<file path="config.mk">
export PLATFORM = sky130hd
export DESIGN_NAME = tally
export DESIGN_NICKNAME = d
export VERILOG_FILES = /design/src/rtl/tally_pkg.sv /design/src/rtl/tally_divider.sv /design/src/rtl/tally.sv
export SDC_FILE = /design/constraint.sdc
export NUM_CORES = 1
export LEC_CHECK = 0
export ABC_AREA = 1
export CAP_MARGIN = 20
export CORE_MARGIN = 5
export CORE_UTILIZATION = 28
export CTS_CLUSTER_SIZE = 40
export DETAILED_ROUTE_END_ITERATION = 7
export PLACE_DENSITY = 0.41
export SYNTH_ARGS = -nofsm -noshare
export SYNTH_HDL_FRONTEND = slang
export SYNTH_HIERARCHICAL = 1
export SYNTH_SLANG_ARGS = --single-unit
export TNS_END_PERCENT = 30
</file>
<file path="constraint.sdc">
create_clock -name clk -period 1.8 [get_ports clk]
set_input_delay 0.36 -clock clk [delete_from_list [all_inputs] [get_ports clk]]
set_output_delay 0.36 -clock clk [all_outputs]
set_load 0.02 [all_outputs]
</file>
<file path="src/rtl/tally_pkg.sv">
// rtl/tally_pkg.sv - shared parameter defaults and divide-control state encoding for tally
package tally_pkg;

  localparam int SCORE_W_DEF = 4;
  localparam int COUNT_W_DEF = 8;

  typedef enum logic {
    ST_IDLE = 1'b0,
    ST_DIV  = 1'b1
  } div_state_t;

endpackage

</file>
<file path="src/rtl/tally_divider.sv">
// rtl/tally_divider.sv - unsigned restoring shift-subtract divider, one quotient bit per cycle
module tally_divider #(
  parameter int SUM_W = 12,
  parameter int Q_W   = 4
) (
  input  logic             clk,
  input  logic             reset,
  input  logic             start,
  input  logic [SUM_W-1:0] dividend,
  input  logic [SUM_W-1:0] divisor,
  output logic [Q_W-1:0]   quotient,
  output logic             done
);

  localparam int                STEP_W = $clog2(SUM_W + 1);
  localparam logic [STEP_W-1:0] STEPS  = STEP_W'(SUM_W);

  logic [SUM_W-1:0]  r_rem;
  logic [SUM_W-1:0]  r_quo;
  logic [SUM_W-1:0]  r_div;
  logic [STEP_W-1:0] r_steps;
  logic              r_busy;

  logic [SUM_W:0]    w_shift;
  logic [SUM_W:0]    w_trial;

  // Partial remainder shifted left with the next dividend bit; the trial
  // difference borrows (top bit set) exactly when the shifted remainder is
  // smaller than the divisor, since the remainder is always below the divisor.
  assign w_shift  = {r_rem, r_quo[SUM_W-1]};
  assign w_trial  = w_shift - {1'b0, r_div};
  assign quotient = r_quo[Q_W-1:0];
  assign done     = r_busy && (r_steps == '0);

  // Load operands on start, then run SUM_W steps; done is held for one cycle after the last step
  always_ff @(posedge clk) begin
    if (reset) begin
      r_busy  <= 1'b0;
      r_steps <= '0;
      r_rem   <= '0;
      r_quo   <= '0;
      r_div   <= '0;
    end else if (start) begin
      r_busy  <= 1'b1;
      r_steps <= STEPS;
      r_rem   <= '0;
      r_quo   <= dividend;
      r_div   <= divisor;
    end else if (r_busy) begin
      if (r_steps == '0) begin
        r_busy <= 1'b0;
      end else begin
        r_steps <= r_steps - STEP_W'(1);
        if (w_trial[SUM_W]) begin
          r_rem <= w_shift[SUM_W-1:0];
          r_quo <= {r_quo[SUM_W-2:0], 1'b0};
        end else begin
          r_rem <= w_trial[SUM_W-1:0];
          r_quo <= {r_quo[SUM_W-2:0], 1'b1};
        end
      end
    end
  end

endmodule

</file>
<file path="src/rtl/tally.sv">
// rtl/tally.sv - running-average scorer: accumulates strobed scores and divides sum by count
module tally #(
  parameter int SCORE_W = tally_pkg::SCORE_W_DEF,
  parameter int COUNT_W = tally_pkg::COUNT_W_DEF
) (
  input  logic               clk,
  input  logic               reset,
  input  logic               score_ready,
  input  logic [SCORE_W-1:0] score,
  output logic [SCORE_W-1:0] score_avg
);

  import tally_pkg::*;

  localparam int                 SUM_W     = SCORE_W + COUNT_W;
  localparam logic [COUNT_W-1:0] COUNT_MAX = '1;

  logic [SUM_W-1:0]   r_sum;
  logic [COUNT_W-1:0] r_count;
  logic               r_pending;
  div_state_t         r_state;
  logic [SCORE_W-1:0] r_avg;

  logic               w_accept;
  logic               w_start;
  logic               w_done;
  logic [SCORE_W-1:0] w_quotient;

  // A full counter freezes sum and count, so the worst-case sum always fits SUM_W bits
  assign w_accept  = score_ready && (r_count != COUNT_MAX);
  assign w_start   = (r_state == ST_IDLE) && r_pending;
  assign score_avg = r_avg;

  // Accumulate accepted samples into the running sum and sample count
  always_ff @(posedge clk) begin
    if (reset) begin
      r_sum   <= '0;
      r_count <= '0;
    end else if (w_accept) begin
      r_sum   <= r_sum + SUM_W'(score);
      r_count <= r_count + COUNT_W'(1);
    end
  end

  // Pending marks new data; a same-cycle strobe beats the clear so that sample gets its own division
  always_ff @(posedge clk) begin
    if (reset) begin
      r_pending <= 1'b0;
    end else if (w_accept) begin
      r_pending <= 1'b1;
    end else if (w_start) begin
      r_pending <= 1'b0;
    end
  end

  // Divide-control FSM; the output register is written only when a division completes
  always_ff @(posedge clk) begin
    if (reset) begin
      r_state <= ST_IDLE;
      r_avg   <= '0;
    end else begin
      case (r_state)
        ST_IDLE: begin
          if (w_start) begin
            r_state <= ST_DIV;
          end
        end
        ST_DIV: begin
          if (w_done) begin
            r_avg   <= w_quotient;
            r_state <= ST_IDLE;
          end
        end
        default: r_state <= ST_IDLE;
      endcase
    end
  end

  tally_divider #(
    .SUM_W (SUM_W),
    .Q_W   (SCORE_W)
  ) u_divider (
    .clk      (clk),
    .reset    (reset),
    .start    (w_start),
    .dividend (r_sum),
    .divisor  (SUM_W'(r_count)),
    .quotient (w_quotient),
    .done     (w_done)
  );

endmodule

</file>
==> results of run 1 <==
-- metal layers --
metal / vias up / routed length (um) / track usage, %
met3: 11 / 236 / 2.72
met1: 1609 / 4790 / 16.0
met2: 26 / 4400 / 20.4
met5: - / 0 / 0
li1: 1948 / - / -
met4: 0 / 167 / 4.90
-- cells by family after synthesis --
kind of cell             after synthesis
other                                  1
AND/OR/NAND/NOR                      250
flip-flops                            67
AO/OA/AOI/OAI                        107
adder cells (fa/ha/maj)               21
XOR/XNOR                              10
buffers and inverters                114
-- stage by stage --
step | power [uW] | util, % | TNS, ns | hold slack (ns) | instance area, um2
after floorplan | 2440 | - | -0.0104 | 0.422 | 4110
after global placement | 2800 | 33.3 | -3.49 | 0.454 | 4780
after detailed placement | 2800 | 33.3 | -3.76 | 0.459 | 4780
after CTS | 4730 | 35.8 | -1.24 | 0.468 | 5140
after global routing | 5040 | 36.7 | -2.29 | 0.488 | 5270
final | 4750 | 36.7 | -0.843 | 0.465 | 5270
-- registers in the layout, indices dropped and copies added (netlist names) --
name,flops
score_avg,4
u_divider/r_rem,12
u_divider/r_div,12
u_divider/r_steps,4
r_count,8
r_sum,12
u_divider/r_quo,12
r_state,1
r_pending,1
u_divider/r_busy,1
-- worst max-delay path: cells and delay by family (launching register included) --
family | cells | cell delay, ns
and+or+nand+nor | 7 | 0.53
DFF | 1 | 0.33
buffers and inverters | 4 | 0.30
adders and majority gates | 2 | 0.54
AOI/OAI and AO/OA | 1 | 0.09
-- final timing paths --
kind / depth (start not counted) / end / start
worst max-delay path: 14 / u_divider/r_rem[6] / u_divider/r_quo[11]
worst min-delay path: 2 / u_divider/r_quo[10] / u_divider/r_quo[10]
worst max register to register: 14 / u_divider/r_rem[6] / u_divider/r_quo[11]
worst min register to register: 2 / u_divider/r_quo[10] / u_divider/r_quo[10]
-- final cells by class --
cell class	count	area, um2
sequential	67	1340
multi-input combinational	392	2350
fill	1512	9100
inverter	93	349
tap	184	230
clock buffer	10	239
clock inverter	6	72.6
timing repair buffer	77	687
-- synthesized netlist by cell type (6+ instances only) --
cell type / count
sky130_fd_sc_hd__nor2_1: 50
sky130_fd_sc_hd__a22oi_1: 8
sky130_fd_sc_hd__o211ai_2: 9
sky130_fd_sc_hd__nand2_1: 129
sky130_fd_sc_hd__buf_4: 6
sky130_fd_sc_hd__nand3_2: 6
sky130_fd_sc_hd__nand2_2: 21
sky130_fd_sc_hd__inv_1: 87
sky130_fd_sc_hd__nand3_1: 16
sky130_fd_sc_hd__inv_2: 6
sky130_fd_sc_hd__o21ai_0: 27
sky130_fd_sc_hd__dfxtp_1: 67
sky130_fd_sc_hd__a21oi_1: 47
sky130_fd_sc_hd__ha_1: 19
-- where the power goes --
group	internal [uW]	switching [uW]	total, uW
clock	1120	725	1850
combinational	616	698	1310
sequential	1550	44.5	1590
-- repair_timing --
| item | 4_1_cts | 5_1_grt |
|---|---|---|
| cloned | 0 | 1 |
| setup buffers | 0 | 6 |
| setup endpoints to repair | 16 | 16 |
| hold buffers | 0 | 0 |
| endpoints found under the hold margin | 0 | 0 |
| pin swaps | 2 | 3 |
| gates resized for setup | 9 | 9 |
==> summary.md, run 1 <==
The run finished, with violations left. The final reports fail on negative setup slack. The top cell types in the final layout, fill and taps aside, are 126 x sky130_fd_sc_hd__nand2_1, 85 x sky130_fd_sc_hd__inv_1, 66 x sky130_fd_sc_hd__dfxtp_1, 60 x sky130_fd_sc_hd__buf_4, 49 x sky130_fd_sc_hd__nor2_1.

Setup repair after global routing could not meet its margin everywhere. The kind of path behind the tightest hold check is register to register. The logs give 151 for the number of DRC markers in iteration 0 and 806 for the total placed cells including tap cells. The first-pass iteration count of the detailed router was 4. Power density of the placed cells: 901 mW/mm2. The clock-pin transition on the worst setup and hold timing paths was 0.06 ns; the fraction of final layout cells with drive strength greater than 1 was 25.1%.

CTS built an H-tree with a depth of 3. Global routing finished with a remaining overflow of 0. 0 antenna diodes ended up in the layout. The wire-length estimate of the detail-placed layout is 7.17 mm. The number of library cell types mapped by synthesis was 43; the area share of the leading cell type in the synthesized netlist was 33.0%.

Summing the areas of all fa, ha and maj instances in the mapped netlist gives 6.82% of the synthesized area. The area growth from synthesis to layout is 29.5%. The master of the slowest instance on the critical path is sky130_fd_sc_hd__fa_2.

The Yosys step of the flow raised 6 warnings. For this run, the slowest stage of the critical path takes 0.38 ns. The detail-routed via count per cell works out to 4.34. The final critical path takes up 106% of the cycle. The register-to-register setup slack was -0.1 ns. In the final routed layout, each cell accounts on average for 11.6 um.

Of all nets on the critical path, the largest fanout is 7. Across the VDD grid, the largest voltage drop is 0.451 mV. Summing the areas of all xor and xnor instances in the mapped netlist gives 2.15% of the synthesized area. Die height: 131 um. In the synthesized netlist, mux cells make up 0% of the area. Of the synthesized area, sequential elements account for 33.0%. The logs give 9 for the number of buffers inserted during clock tree synthesis and 2.04 ns for the worst endpoint required time.

The die is 131 um wide. Setup violations remaining at the end of the flow were counted as 14. For the maximum buffer depth of the clock tree, the log shows 2. The tools report the via count of the first global-routing pass as 3596. By area the synthesized netlist is led by sky130_fd_sc_hd__dfxtp_1 33%, sky130_fd_sc_hd__nand2_1 12%, sky130_fd_sc_hd__inv_1 8.0%. For the final worst clock skew, the log shows 0.00832 ns. Prior to clock tree synthesis, the placed netlist has a worst setup slack of -0.481 ns.

TritonCTS built the clock tree. Once detail routing completed, the nets flagged for antenna violations numbered 0. The shortest clock period the worst path allows after layout was 1.90 ns.

The tools report the count of non-filler cells in the finished layout as 829. The most used flip-flop cell after synthesis is sky130_fd_sc_hd__dfxtp_1. For the pin count of the biggest net entering global routing, the log shows 25.

The synthesized cell area was 0.00407 mm2. The worst setup path is launched from a register. The clock tree root driver cell was sky130_fd_sc_hd__clkbuf_16. The initial standard-cell utilization of the core is 28.3%, and the number of flops mapped to enable cells by yosys is 0. The first global-routing pass estimated 16.9 mm of wire. Across the run, the number of max-cap violations was 0.

The minimum setup slack in the final design was -0.0998 ns; the share of the synthesized area in compound gates (AO/OA/AOI/OAI) was 16.6%. The floorplan step defined a die boundary enclosing 0.0170 mm2. The area of the core was 0.0144 mm2; the total count of max-transition violations in the final report was 0. The clock drives 67 sinks. For the worst-skew pair, the clock arrives at the later sink with an insertion delay of 0.34 ns. Summing the areas of all and, or, nand and nor instances in the mapped netlist gives 28.5% of the synthesized area. Data arrives at the worst endpoint at 2.14 ns. The logs give 12.5% for the overall track demand over capacity in global routing and 0 for the number of antenna violations at the first check in global routing.

Total leakage power: 0.00228 uW. Main combinational cell family by area after synthesis: simple AND/OR/NAND/NOR gates. For this run, asynchronously set or reset flops after synthesis account for 0%. In this run the count of I/O pins placed on the die edge is 11. The synthesized design contains 67 register bits.

The number of standard-cell rows in the floorplan was 44. Endpoint type of the worst setup path: a register. For this run, the post-layout net count is 668. Synthesis produced a netlist whose cell count is 570. A synthesized cell averages 7.14 um2.

Based on the critical path, the design can be clocked at up to 526 MHz. The final hold violation count was 0; the routed via count was 3594. Traced cell by cell, the critical path runs through inv_2 -> ha_4 -> fa_2 -> nor2_4 -> nor2_4 -> inv_2 -> nand2_4 -> nand4_4 -> nand2_8 -> buf_12 -> nand2_2 -> o211ai_2 -> nand2_1 -> inv_1. Summed over all layers, the routed wires come to 9.59 mm. The number of input and output port buffers inserted was 10.

The library cell used most frequently in the layout, excluding fill and tap cells, is sky130_fd_sc_hd__nand2_1. Cell taking the most area after synthesis: sky130_fd_sc_hd__dfxtp_1. The logs give 0 for the DRC violations left and 0.801 for the routability congestion estimate. Critical path class: register to register.
Power figures use the tool's default switching activity.
==> run 2, diff against run 1 <==
PLACE_DENSITY = not set   (was 0.41)
==> summary.md, run 2 (same netlist as run 1, synthesis figures left out) <==
The run finished, with violations left. The checks that failed: negative setup slack. The logs give 0.00575 ns (-0.00257 ns) for the final worst clock skew and 67 (unchanged) for the number of clock sinks. The layer with the highest usage after global routing is met2. The sequential group share of total power was 35.0% (+1.5 points). Number of standard-cell rows in the floorplan: 44 (unchanged). The signal on the critical path passes through inv_2 -> ha_4 -> fa_2 -> nor2_4 -> nor2_4 -> inv_2 -> nand2_4 -> nand4_4 -> nand2_8 -> buf_12 -> o211ai_2 -> nand2_1 -> inv_1.

The critical path arrival came out at 2.17 ns (+0.03 ns). The run gives 173 (+15%) as the number of DRC markers in iteration 0. The run gives 28.3% (unchanged) as the initial standard-cell utilization of the core.

The number of setup violations in the final report came out at 13 (-1). The total count of max-transition violations in the final report was 0 (unchanged); the total leakage power was 0.00229 uW (+0.43%). Endpoint type of the worst setup path: a register. The delay of the slowest cell on the worst path is 0.39 ns (about the same). The number of input and output port buffers inserted is 10 (unchanged), and the timing-limited maximum frequency is 528 MHz (+0.23%).

The tools report the overall track demand over capacity in global routing as 10.9% (-1.6 points). STA classifies the critical path startpoint as a register. The logs give 0 (unchanged) for the number of hold buffers added after CTS and 8.76 mm (-8.7%) for the aggregate routed wire length.

The die height was 131 um (unchanged). The top cell family by delay on the critical path was adder cells. On the critical path, the stage with the largest delay is an instance of sky130_fd_sc_hd__fa_2. The run gives 3550 (-1.2%) as the routed via count.

The tools report the met3 track demand over resource in global routing as 3.21% (+0.49 points). The path class of the tightest hold or removal check is register to register. The fraction of final layout cells with drive strength greater than 1 is 24.9% (-0.23 points). In the layout the commonest cells are 124 x sky130_fd_sc_hd__nand2_1, 86 x sky130_fd_sc_hd__inv_1, 65 x sky130_fd_sc_hd__dfxtp_1, 60 x sky130_fd_sc_hd__buf_4, 49 x sky130_fd_sc_hd__nor2_1. The tools report the source-to-sink clock delay at the later pin of the worst-skew pair as 0.33 ns (about the same).

The library cell used most frequently in the layout, excluding fill and tap cells, is sky130_fd_sc_hd__nand2_1. The switching power total was 1400 uW (-4.9%). For the number of buffers inserted during clock tree synthesis, the log shows 9 (unchanged). The detail-routed via count per cell came out at 4.29 (-0.99%). The tools report the clock network power share as 36.0% (-2.9 points).

The average wire length per cell after detail routing was 10.6 um (-8.4%); the global routing met2 resource utilization was 17.4% (-3.0 points). The internal portion of total power is 3150 uW (-4.0%), and the number of buffer and inverter instances along the worst setup path is 4 (unchanged). The area added between synthesis and finish works out to 28.7%.

The first-pass iteration count of the detailed router was 4 (unchanged). The maximum net fanout on the critical path works out to 8 (+1). Setup repair after global routing could not meet its margin everywhere. The overall die area is 0.0170 mm2 (unchanged). The maximum buffer depth of the clock tree was 2 (unchanged); the final-layout setup total negative slack was -0.732 ns (+0.111 ns). The run gives 29.1% (+1.4 points) as the combinational share of power.

The overall die width was 131 um (unchanged); the final core utilization was 36.5% (-0.24 points). The DRC violations left was 0 (unchanged); the via count of the first global-routing pass was 3251 (-9.6%). The final worst-path cycle share is 105% (-0.24 points), and the sum of net half-perimeters after detailed placement is 6.44 mm (-10%). Critical path class: register to register.

The switching share of total power is 30.7% (-0.21 points). The tools report the global routing met1 resource utilization as 14.4% (-1.7 points). The clock tree root driver cell was sky130_fd_sc_hd__clkbuf_16.

The run gives 15.0 mm (-11%) as the first-pass GRT wire length. The number of top-level design ports is 11 (unchanged). The power density of the placed cells works out to 869 mW/mm2 (-3.6%).

The final hold violation count was 0 (unchanged); the final global-route overflow total was 0 (unchanged). Launching element of the worst setup path: u_divider/r_quo[11]. Antenna diode instance count: 0 (unchanged). The worst endpoint required time is 2.08 ns (+0.04 ns). Startpoint of the worst register-to-register path: u_divider/r_quo[11].

The run gives 3 (unchanged) as the deepest level of the CTS H-tree. The worst voltage drop across the vdd grid is 0.348 mV (-23%), and the shortest clock period the worst path allows after layout is 1.90 ns (-0.00432 ns). For the pin count of the biggest net entering global routing, the log shows 25 (unchanged). For the total number of nets in the final design, the log shows 667 (-0.15%).

Clock-pin transition on the worst setup and hold timing paths: 0.06 ns (about the same). The number of antenna violations at the first check in global routing was 0 (unchanged); the minimum setup slack in the final design was -0.0954 ns (+0.00432 ns). The worst setup slack after placement is -0.482 ns (-0.00150 ns). The tools report the routability congestion estimate as 0.822 (+2.7%). The run gives 1510 (-0.13%) as the count of fill cells added during filler insertion. TritonCTS built the clock tree.

The tools report the max-capacitance violation count as 0 (unchanged). The hold path startpoint is u_divider/r_quo[8]. Final antenna-violating net count: 0 (unchanged). The run gives 0.0144 mm2 (unchanged) as the area of the core.
## run 2: cell count changes in the layout (fill, tap and decap cells not counted), moves of 2 or more
cell / before / now
sky130_fd_sc_hd__clkdlybuf4s50_1: 10 / 8
sky130_fd_sc_hd__clkinv_2: 0 / 2
sky130_fd_sc_hd__clkinv_4: 3 / 1
sky130_fd_sc_hd__ha_1: 12 / 14
sky130_fd_sc_hd__nand2_1: 126 / 124
sky130_fd_sc_hd__nand2_4: 3 / 6
## run 2: layer usage
layer | share of wire [%] | wire, um | vias to the layer above
met1 | 50 | 4400 | 1570
met3 | 2.3 | 200 | 12
met4 | 1.8 | 161 | 0
met2 | 46 | 4000 | 28
met5 | 0 | 0 | -
li1 | - | - | 1940
## run 2: tightest hold or removal path, cell delays in order, from the launching register on
cell                      delay, ns
sky130_fd_sc_hd__dfxtp_1       0.31
sky130_fd_sc_hd__nand2_1       0.06
sky130_fd_sc_hd__a21oi_1       0.05
## run 2: final timing paths
kind                             end  cells past startpoint  slack [ns]
setup / recovery  u_divider/r_rem[5]                     13        -0.1
hold / removal    u_divider/r_quo[8]                      2        0.46
setup reg to reg  u_divider/r_rem[5]                     13        -0.1
hold reg to reg   u_divider/r_quo[8]                      2        0.46
## run 2: cell type report
type | count | area, um2 | area share (%)
inverter | 93 | 349 | 6.66
timing repair buffer | 76 | 679 | 13.0
multi-input combinational | 392 | 2360 | 45.0
clock inverter | 4 | 26.3 | 0.502
tap | 184 | 230 | 4.39
clock buffer | 11 | 253 | 4.82
sequential | 67 | 1340 | 25.7
## run 2: power groups by stage
stage / combinational [uW] / sequential (uW) / clock, uW
finish: 1320 / 1590 / 1640
global route: 1460 / 1600 / 1760
CTS: 1310 / 1590 / 1700
detailed placement: 1170 / 1620 / 0
global placement: 1170 / 1620 / 0
floorplan: 832 / 1610 / 0
## run 2: through the flow
step	instances	cell area (um2)	hold WS [ns]	total power [uW]
6_report	827	5240	0.465	4550
5_1_grt	827	5240	0.488	4820
4_1_cts	827	5190	0.467	4590
3_5_place_dp	806	4780	0.454	2790
3_3_place_gp	806	4780	0.456	2790
2_1_floorplan	573	4110	0.422	2440
## run 2: what timing repair did
item,CTS,global route
cloned,1,0
gates resized for setup,15,9
setup endpoints to repair,16,15
endpoints found under the hold margin,0,0
buffers inserted,5,0
pin swaps,7,4
